**config.mk**
```make
export PLATFORM = sky130hd
export DESIGN_NAME = hd63701_tim_irq
export DESIGN_NICKNAME = d
export VERILOG_FILES = /design/src/rtl/hd63701_pkg.sv /design/src/rtl/hd63701_irq_arb.sv /design/src/rtl/hd63701_tim_irq.sv
export SDC_FILE = /design/constraint.sdc
export NUM_CORES = 1
export LEC_CHECK = 0
export CORE_MARGIN = 4
export CORE_UTILIZATION = 48
export CTS_CLUSTER_SIZE = 30
export DETAILED_ROUTE_END_ITERATION = 16
export DONT_BUFFER_PORTS = 1
export PLACE_DENSITY = 0.73
export SETUP_SLACK_MARGIN = 0.5
export SLEW_MARGIN = 20
export SYNTH_ARGS = -nofsm -noshare
export SYNTH_HDL_FRONTEND = slang
export SYNTH_HIERARCHICAL = 1
export SYNTH_SLANG_ARGS = --single-unit
export TNS_END_PERCENT = 20
```
**constraint.sdc**
```tcl
create_clock -name CLK -period 1.6 [get_ports CLK]
set_clock_uncertainty 0.2 [all_clocks]
set_input_delay 0.32 -clock CLK [delete_from_list [all_inputs] [get_ports CLK]]
set_output_delay 0.32 -clock CLK [all_outputs]
set_load 0.05 [all_outputs]
```
**src/rtl/hd63701_pkg.sv**
```systemverilog
// Shared definitions for the HD63701 on-chip peripherals: TCSR layout,
// IRQ2-class vector nibbles and the interrupt-arbiter state encoding.
package hd63701_pkg;

  localparam int TCSR_ICF  = 7;
  localparam int TCSR_OCF  = 6;
  localparam int TCSR_TOF  = 5;
  localparam int TCSR_EICI = 4;
  localparam int TCSR_EOCI = 3;
  localparam int TCSR_ETOI = 2;
  localparam int TCSR_IEDG = 1;
  localparam int TCSR_OLVL = 0;

  localparam logic [3:0] IV_ICF = 4'h6;
  localparam logic [3:0] IV_OCF = 4'h4;
  localparam logic [3:0] IV_TOF = 4'h2;

  typedef enum logic [1:0] {
    IDLE = 2'd0,
    ASRT = 2'd1,
    GAP  = 2'd2
  } irq_state_e;

  // One-hot winner of a 3-source request, bit 2 has the highest priority.
  function automatic logic [2:0] prio_pick(input logic [2:0] req);
    logic [2:0] pick;
    if (req[2]) begin
      pick = 3'b100;
    end else if (req[1]) begin
      pick = 3'b010;
    end else if (req[0]) begin
      pick = 3'b001;
    end else begin
      pick = 3'b000;
    end
    return pick;
  endfunction

endpackage

```
**src/rtl/hd63701_irq_arb.sv**
```systemverilog
// Three-source fixed-priority arbiter that turns level requests into the
// edge-sensitive IRQ2/IRQ2V pair, with a forced low gap between requests.
module hd63701_irq_arb
  import hd63701_pkg::*;
#(
  parameter logic [3:0] IV_HI  = IV_ICF,
  parameter logic [3:0] IV_MID = IV_OCF,
  parameter logic [3:0] IV_LO  = IV_TOF
) (
  input  logic       CLK,
  input  logic       RST_N,
  input  logic [2:0] req,
  input  logic       vack,
  output logic       irq,
  output logic [3:0] irqv
);

  irq_state_e state_r, state_n;
  logic [2:0] src_r, src_n;
  logic [2:0] pick_s;
  logic [3:0] irqv_r, irqv_n;
  logic       irq_r;

  // Next-state logic; the latched source is held until it retires or is acked.
  always_comb begin
    state_n = state_r;
    src_n   = src_r;
    irqv_n  = irqv_r;
    pick_s  = prio_pick(req);
    case (state_r)
      IDLE: begin
        if (req != 3'b000) begin
          src_n   = pick_s;
          irqv_n  = pick_s[2] ? IV_HI : (pick_s[1] ? IV_MID : IV_LO);
          state_n = ASRT;
        end else begin
          state_n = IDLE;
        end
      end
      ASRT: begin
        if (vack || ((req & src_r) == 3'b000)) begin
          state_n = GAP;
        end else begin
          state_n = ASRT;
        end
      end
      GAP: begin
        state_n = IDLE;
      end
      default: begin
        state_n = IDLE;
      end
    endcase
  end

  // State and registered outputs.
  always_ff @(posedge CLK or negedge RST_N) begin
    if (!RST_N) begin
      state_r <= IDLE;
      src_r   <= 3'b000;
      irqv_r  <= 4'h0;
      irq_r   <= 1'b0;
    end else begin
      state_r <= state_n;
      src_r   <= src_n;
      irqv_r  <= irqv_n;
      irq_r   <= (state_n == ASRT);
    end
  end

  assign irq  = irq_r;
  assign irqv = irqv_r;

endmodule

```
**src/rtl/hd63701_tim_irq.sv**
```systemverilog
// Free-running-timer interrupt source: TCSR flags/enables, the
// read-then-access flag clear sequence, and IRQ2 arbitration.
module hd63701_tim_irq
  import hd63701_pkg::*;
(
  input  logic       CLK,
  input  logic       RST_N,
  input  logic       ICF_SET,
  input  logic       OCF_SET,
  input  logic       TOF_SET,
  input  logic       TCSR_WR,
  input  logic       TCSR_RD,
  input  logic       ICR_RD,
  input  logic       OCR_WR,
  input  logic       FRC_RD,
  input  logic       VACK,
  input  logic [7:0] DI,
  output logic [7:0] TCSR_DO,
  output logic       IRQ2,
  output logic [3:0] IRQ2V,
  output logic       IEDG,
  output logic       OLVL
);

  // Flag vectors are ordered {ICF, OCF, TOF}, matching TCSR bits 7..5.
  logic [2:0] flag_r, flag_n;
  logic [2:0] arm_r, arm_n;
  logic [4:0] ctl_r, ctl_n;
  logic [2:0] set_s, acc_s, qclr_s, req_s;

  assign set_s  = {ICF_SET, OCF_SET, TOF_SET};
  assign acc_s  = {ICR_RD, OCR_WR, FRC_RD};
  assign qclr_s = acc_s & arm_r;

  // Flag/arm/control next values; a set strobe overrides a same-cycle clear.
  always_comb begin
    flag_n = (flag_r & ~qclr_s) | set_s;
    if (TCSR_RD) begin
      arm_n = (arm_r | flag_r) & ~qclr_s;
    end else begin
      arm_n = arm_r & ~qclr_s;
    end
    if (TCSR_WR) begin
      ctl_n = DI[4:0];
    end else begin
      ctl_n = ctl_r;
    end
  end

  // TCSR register state.
  always_ff @(posedge CLK or negedge RST_N) begin
    if (!RST_N) begin
      flag_r <= 3'b000;
      arm_r  <= 3'b000;
      ctl_r  <= 5'b00000;
    end else begin
      flag_r <= flag_n;
      arm_r  <= arm_n;
      ctl_r  <= ctl_n;
    end
  end

  assign req_s   = flag_r & ctl_r[TCSR_EICI:TCSR_ETOI];
  assign TCSR_DO = {flag_r, ctl_r};
  assign IEDG    = ctl_r[TCSR_IEDG];
  assign OLVL    = ctl_r[TCSR_OLVL];

  hd63701_irq_arb #(
    .IV_HI  (IV_ICF),
    .IV_MID (IV_OCF),
    .IV_LO  (IV_TOF)
  ) u_arb (
    .CLK   (CLK),
    .RST_N (RST_N),
    .req   (req_s),
    .vack  (VACK),
    .irq   (IRQ2),
    .irqv  (IRQ2V)
  );

endmodule
```
==> qor.yml, run 1 <==
sta:
  finalSetupViolCount: 0
  max_slew.worst_pin.slew_ns: 0.821
  hold_slack_ns: -0.103
  fin_crit_ns: 1.56
  finalHoldViolCount: 24
  max_freq_mhz: 640
  rsz0062_at_grt: "yes"
  drv_slew: 0
  fin_crit_sh: 0.977
  slew_headroom: 0.452
critical_path:
  critPathCaptureType: "flop"
  arrival_ns: 1.55
  reg2reg_from: "flag_r[1]"
  crit_type: "reg -> reg"
  cp_data_required_time_ns: 1.59
  start_kind: "flop"
  r2r_slack_ns: 0.04
  r2r_cells: 4
  r2r_end: "u_arb/src_r[2]"
  crit_fanout: 5
power:
  total_power_mw: 1.66
  power.density_mw_per_mm2: 1470
  ir_worst_vdd_mv: 0.828
  p_leak_nw: 0.547
global_routing:
  grt_pass1_vias: 568
  grt-ovfl-total: 0
  antenna_found_initial: 0
  grt_max_degree: 20
  grt_util_all_layers: 0.141
  grt_pass1_wl_um: 2600
placed_design:
  gp_congestion: 0.828
  dpl.hpwl_um: 1030
  io_buffers: 0
  placed_area_um2: 872
synthesis:
  synth_cells: 62
  yosysWarnings: 6
  async_flop_share: 1.00
  synth_ff_type: "dfrtp_1"
  yosys.area.top_type: "dfrtp_1"
  ys_ff_latch: 19
  syn_area_per_cell_um2: 12.8
  synth_commonest_cells: "dfrtp_1, nand2_1, mux2_1, buf_4, mux2i_1"
  seq_area_frac_synth: 0.598
  netlist_area_um2: 795
  yosys.cell_count.top_type: "dfrtp_1"
  synth.distinct_cells: 20
  synth_area_leaders: "dfrtp_1, mux2_1, mux2i_1"
  synth_top_cell_area_share: 0.598
  synth_edf_count: 0
clocking:
  clock_latency_ns: 0.29
  cts.path.max_buffers: 2
  htreeDepth: 1
  cts_tree: "done"
  path_clk_slew_ns: 0.11
  cts_inserted_buffers: 3
  cts_root_buffer: "clkbuf_4"
  cts.sinks: 19
hold_path:
  worstHoldPathType: "in -> async"
floorplanning:
  die_w_um: 48.7
  die_h_um: 48.7
  initial_core_util: 0.515
  coreArea_mm2: 0.00154
  fp-row-count: 14
  die_area_mm2: 0.00237
  io_pins: 34
layout:
  num-nets-final: 107
  postLayoutCellArea_mm2: 0.00113
  antennaDiodeCount: 0
  drive_gt1_frac: 0.448
  post-route-util: 0.735
  area_growth_pct: 42.5
routing:
  drc_errors: 0
  dr.pass1.iters: 4
  wl_um: 1580
  drt_iter0_markers: 6
  wl_per_cell_um: 15.4
  num_vias: 549
  vias_per_cell: 5.33
  antenna_left: 0
run_status:
  status: "complete, but fails checks"
  violations: "hold timing"
job:
  maxCapViolations: 0
==> metrics by stage <==
| step | TNS (ns) | hold WS, ns | worst slack (ns) | std cells |
|---|---|---|---|---|
| floorplan | -0.645 | -0.176 | -0.225 | 63 |
| global placement | -0.00357 | -0.175 | -0.00357 | 85 |
| detailed placement | -0.0346 | -0.175 | -0.0188 | 85 |
| CTS | 0 | -0.0637 | 0.0256 | 99 |
| global route | -0.0568 | -0.0788 | -0.0200 | 103 |
| finish | 0 | -0.103 | 0.0372 | 103 |
==> power by group <==
part | switching, mW | leakage [nW] | internal [mW]
clock network | 0.147 | 0.0139 | 0.0951
registers | 0.220 | 0.213 | 0.609
logic | 0.285 | 0.320 | 0.307
total | 0.651 | 0.547 | 1.01
==> per-layer routing <==
layer | up-vias | share of wire | track usage | routed length, um
li1 | 260 | - | - | -
met1 | 264 | 0.41 | 0.168 | 652
met2 | 23 | 0.49 | 0.220 | 779
met3 | 2 | 0.088 | 0.0644 | 139
met4 | 0 | 0.0063 | 0.0538 | 10
met5 | - | 0 | 0 | 0
==> critical path: stages, from the launching register on <==
cell     delay [ns]
dfrtp_2        0.38
and2_4         0.17
nor3_2         0.04
or3_4          0.36
mux2_4         0.31
==> state kept, by name, summed over array words and instances (netlist names) <==
register	cells
flag_r	3
u_arb/irqv	2
u_arb/irq	1
arm_r	3
u_arb/src_r	3
u_arb/state_r	2
ctl_r	5
==> how the worst max path moves through the flow <==
stage	cells past startpoint	start	endpoint	slack (ns)
4_1_cts	4	ctl_r[4]	u_arb/src_r[2]	0.03
6_report	4	flag_r[1]	u_arb/src_r[2]	0.04
3_5_place_dp	4	ctl_r[4]	u_arb/src_r[0]	-0.02
5_1_grt	4	flag_r[1]	u_arb/src_r[2]	-0.02
3_3_place_gp	4	flag_r[2]	u_arb/src_r[2]	-0.004
2_1_floorplan	5	flag_r[2]	u_arb/src_r[0]	-0.23
==> repair_timing <==
| action | 4_1_cts | 5_1_grt |
|---|---|---|
| setup endpoints to repair | 27 | 50 |
| resized for setup | 4 | 21 |
| gates cloned | 0 | 0 |
| setup buffers | 1 | 1 |
| hold buffers | 9 | 3 |
| pin swaps | 1 | 2 |
| endpoints found under the hold margin | 33 | 25 |
==> cells in the final DEF (no fill, tap or decap) <==
cell type | netlist | final
a222oi_1 | 1 | 1
dlymetal6s4s_1 | 0 | 2
clkbuf_4 | 0 | 3
nand2_1 | 6 | 6
or3_4 | 0 | 1
inv_1 | 2 | 2
a21o_1 | 3 | 3
dfrtp_2 | 0 | 8
mux2i_1 | 4 | 4
mux2_4 | 2 | 4
dlymetal6s2s_1 | 0 | 1
buf_12 | 0 | 2
clkinvlp_4 | 0 | 1
nor4b_4 | 0 | 1
conb_1 | 1 | 2
o31ai_2 | 0 | 2
a21oi_2 | 0 | 1
dlygate4sd3_1 | 0 | 9
nand2b_1 | 1 | 1
buf_6 | 1 | 3
a21o_2 | 1 | 1
nor3_2 | 0 | 1
mux2_1 | 5 | 3
nor2_1 | 3 | 3
buf_4 | 4 | 8
and2_4 | 0 | 3
dfrtp_1 | 19 | 11
==> logic make-up after synthesis <==
kind of cell    after synthesis  synth area share
compound gates                8            0.0772
buf+inv                       7            0.0614
flops                        19             0.598
mux                          11             0.159
other cells                   1           0.00472
simple gates                 16            0.0992
==> cell type report <==
class                      instances  area [um^2]
sequential                        19          485
timing repair buffer              25          262
inverter                           2         7.51
tap                               16         20.0
clock inverter                     1         7.51
fill                             104          409
clock buffer                       3         22.5
multi-input combinational         37          328
Power figures use the tool's default switching activity.
==> inputs of run 2 (changes only) <==
CORE_UTILIZATION = 40   (was 48)
PLACE_DENSITY = 0.64   (was 0.73)
SLEW_MARGIN = 10   (was 20)
==> run 2 against run 1 <==
  * The flow still finishes with violations (hold timing)
  * Largest cell class unchanged
  * Largest power group unchanged
  * Critical path depth unchanged
  * First-iteration DRC count decreased by 33%
  * Final area increased by 0.11%
  * Power decreased by 0.12%
  * Wire length decreased by 3.2%
  * Highest routed layer is now met3
  * Sequential share of layout area decreased by 0.27 points
  * Critical endpoint is now u_arb/src_r[0]
  * Via count decreased by 1.5%
==> qor.yml, run 2 (synthesis results as in run 1) <==
power:
  total_power_mw: 1.66  # about the same
  power.density_mw_per_mm2: 1460  # was 1470 mW/mm^2
  p_leak_nw: 0.535  # was 0.547 nW
  ir_worst_vdd_mv: 0.792  # was 0.828 mV
floorplanning:
  die_area_mm2: 0.00276  # was 0.00237 mm^2
  die_h_um: 52.6  # was 48.7 um
  initial_core_util: 0.441  # was 0.515
  die_w_um: 52.6  # was 48.7 um
  io_pins: 34  # unchanged
  coreArea_mm2: 0.00180  # was 0.00154 mm^2
  fp-row-count: 15  # was 14
critical_path:
  crit_type: "reg -> reg"  # unchanged
  cp_data_required_time_ns: 1.59  # about the same
  critPathCaptureType: "flop"  # unchanged
  start_kind: "flop"  # unchanged
  critical-path-max-stage-delay_ns: 0.38  # about the same
  arrival_ns: 1.57  # was 1.55 ns
  crit_fanout: 5  # unchanged
  critPathSlowestCell: "dfrtp_2"  # unchanged
  worstPathCellList: "and2_4 -> nor3_2 -> or3_4 -> mux2_4"  # unchanged
sta:
  slew_headroom: 0.458  # was 0.452
  hold_slack_ns: -0.110  # was -0.103 ns
  rsz0062_at_grt: "yes"  # unchanged
  fin_crit_sh: 0.990  # was 0.977
  drv_slew: 0  # unchanged
  finalHoldViolCount: 24  # unchanged
  max_slew.worst_pin.slew_ns: 0.811  # was 0.821 ns
  fin_crit_ns: 1.58  # was 1.56 ns
  fin_ws_ns: 0.0162  # was 0.0372 ns
  finalSetupViolCount: 0  # unchanged
  max_freq_mhz: 631  # was 640 MHz
  tns_ns: 0  # unchanged
clocking:
  cts.sinks: 19  # unchanged
  cts_inserted_buffers: 3  # unchanged
  htreeDepth: 1  # unchanged
  cts_root_buffer: "clkbuf_4"  # unchanged
  clock_latency_ns: 0.30  # was 0.29 ns
  cts.path.max_buffers: 2  # unchanged
  path_clk_slew_ns: 0.11  # about the same
  cts_tree: "done"  # unchanged
layout:
  antennaDiodeCount: 0  # unchanged
  seqCellArea_um2: 483  # was 485 um^2
  regMostFlops: "ctl_r"  # unchanged
  final_cells: 111  # was 103
  area_growth_pct: 42.7  # was 42.5%
  largest_register_ffs: 5  # unchanged
  drive_gt1_frac: 0.442  # was 0.448
  num-nets-final: 106  # was 107
  final_cell_mix: "dfrtp_1, dlygate4sd3_1, buf_4"  # was dfrtp_1, dlygate4sd3_1, dfrtp_2, buf_4, nand2_1
  nFillCells: 143  # was 104
  final_common_cell: "dfrtp_1"  # unchanged
  multi_input_area_um2: 330  # was 328 um^2
routing:
  wl_per_cell_um: 13.8  # was 15.4 um
  num_vias: 541  # was 549
  drc_errors: 0  # unchanged
  antenna_left: 0  # unchanged
  vias_per_cell: 4.87  # was 5.33
  drt_iter0_markers: 4  # was 6
  wl_um: 1530  # was 1580 um
  dr.pass1.iters: 4  # unchanged
placed_design:
  gp_congestion: 0.783  # was 0.828
  place_ws_ns: -0.0191  # was -0.0188 ns
  dp.cells: 94  # was 85
  io_buffers: 0  # unchanged
global_routing:
  antenna_found_initial: 0  # unchanged
  grt_pass1_vias: 586  # was 568
  grt-ovfl-total: 0  # unchanged
  grt_max_degree: 20  # unchanged
  grt_util_all_layers: 0.125  # was 0.141
  grt_pass1_wl_um: 2440  # was 2600 um
hold_path:
  worstHoldPathType: "in -> async"  # unchanged
run_status:
  violations: "hold timing"  # unchanged
  status: "complete, but fails checks"  # unchanged
job:
  maxCapViolations: 0  # unchanged
==> run 2: changes by cell type in the layout (fill, tap and decap cells not counted), moves of 2 or more <==
| cell | before | now |
|---|---|---|
| dfrtp_2 | 8 | 6 |
| dlymetal6s4s_1 | 2 | 0 |
| buf_6 | 3 | 1 |
| buf_8 | 0 | 2 |
| dfrtp_1 | 11 | 13 |
==> run 2: path summary, 6_finish.rpt <==
| path | startpoint | to | slack [ns] | depth (start not counted) |
|---|---|---|---|---|
| hold / removal | RST_N | arm_r[2] | -0.11 | 1 |
| setup reg to reg | flag_r[2] | u_arb/src_r[0] | 0.02 | 4 |
| max in group asynchronous | RST_N | flag_r[0] | 0.76 | 1 |
| hold reg to reg | arm_r[0] | arm_r[0] | 0.29 | 1 |
| setup / recovery | flag_r[2] | u_arb/src_r[0] | 0.02 | 4 |
| min in group CLK | DI[4] | ctl_r[4] | -0.05 | 1 |
==> run 2: final cells by class <==
type                    count  share of cell area
clock buffers               3              0.0199
clock inverters             1             0.00442
inverters                   2             0.00662
multi-input cells          37               0.291
flip-flops and latches     19               0.426
well taps                  25              0.0276
repair buffers             24               0.224
==> run 2: metal layers <==
layer / global-route usage / share of wire / wire [um]
met5: 0 / 0 / 0
met4: 0.0383 / 0 / 0
met3: 0.0655 / 0.091 / 139
met2: 0.207 / 0.50 / 767
met1: 0.138 / 0.41 / 624
==> run 2: worst max-delay path: cells and delay by family, from the launching register on <==
kind,cells,cell delay [ns]
flip-flops,1,0.38
multiplexers,1,0.31
AND/OR/NAND/NOR,3,0.59
==> run 2: repair_timing <==
item                                    in CTS  in global routing
resized for setup                            6                 18
pin swaps                                    1                  3
setup buffers                                2                  0
hold buffers                                 9                  2
hold endpoints to repair                    33                 24
endpoints found under the setup margin      26                 46
==> run 2: report_power, final <==
part	switching (mW)	internal (mW)	total (mW)
registers	0.214	0.603	0.818
logic	0.288	0.315	0.603
clock network	0.146	0.0932	0.239
==> run 2: per-stage QoR <==
stage	util	cell area (um^2)
finish	0.629	1130
global route	0.629	1130
CTS	0.582	1050
detailed placement	0.490	883
global placement	0.490	883
floorplan	-	811
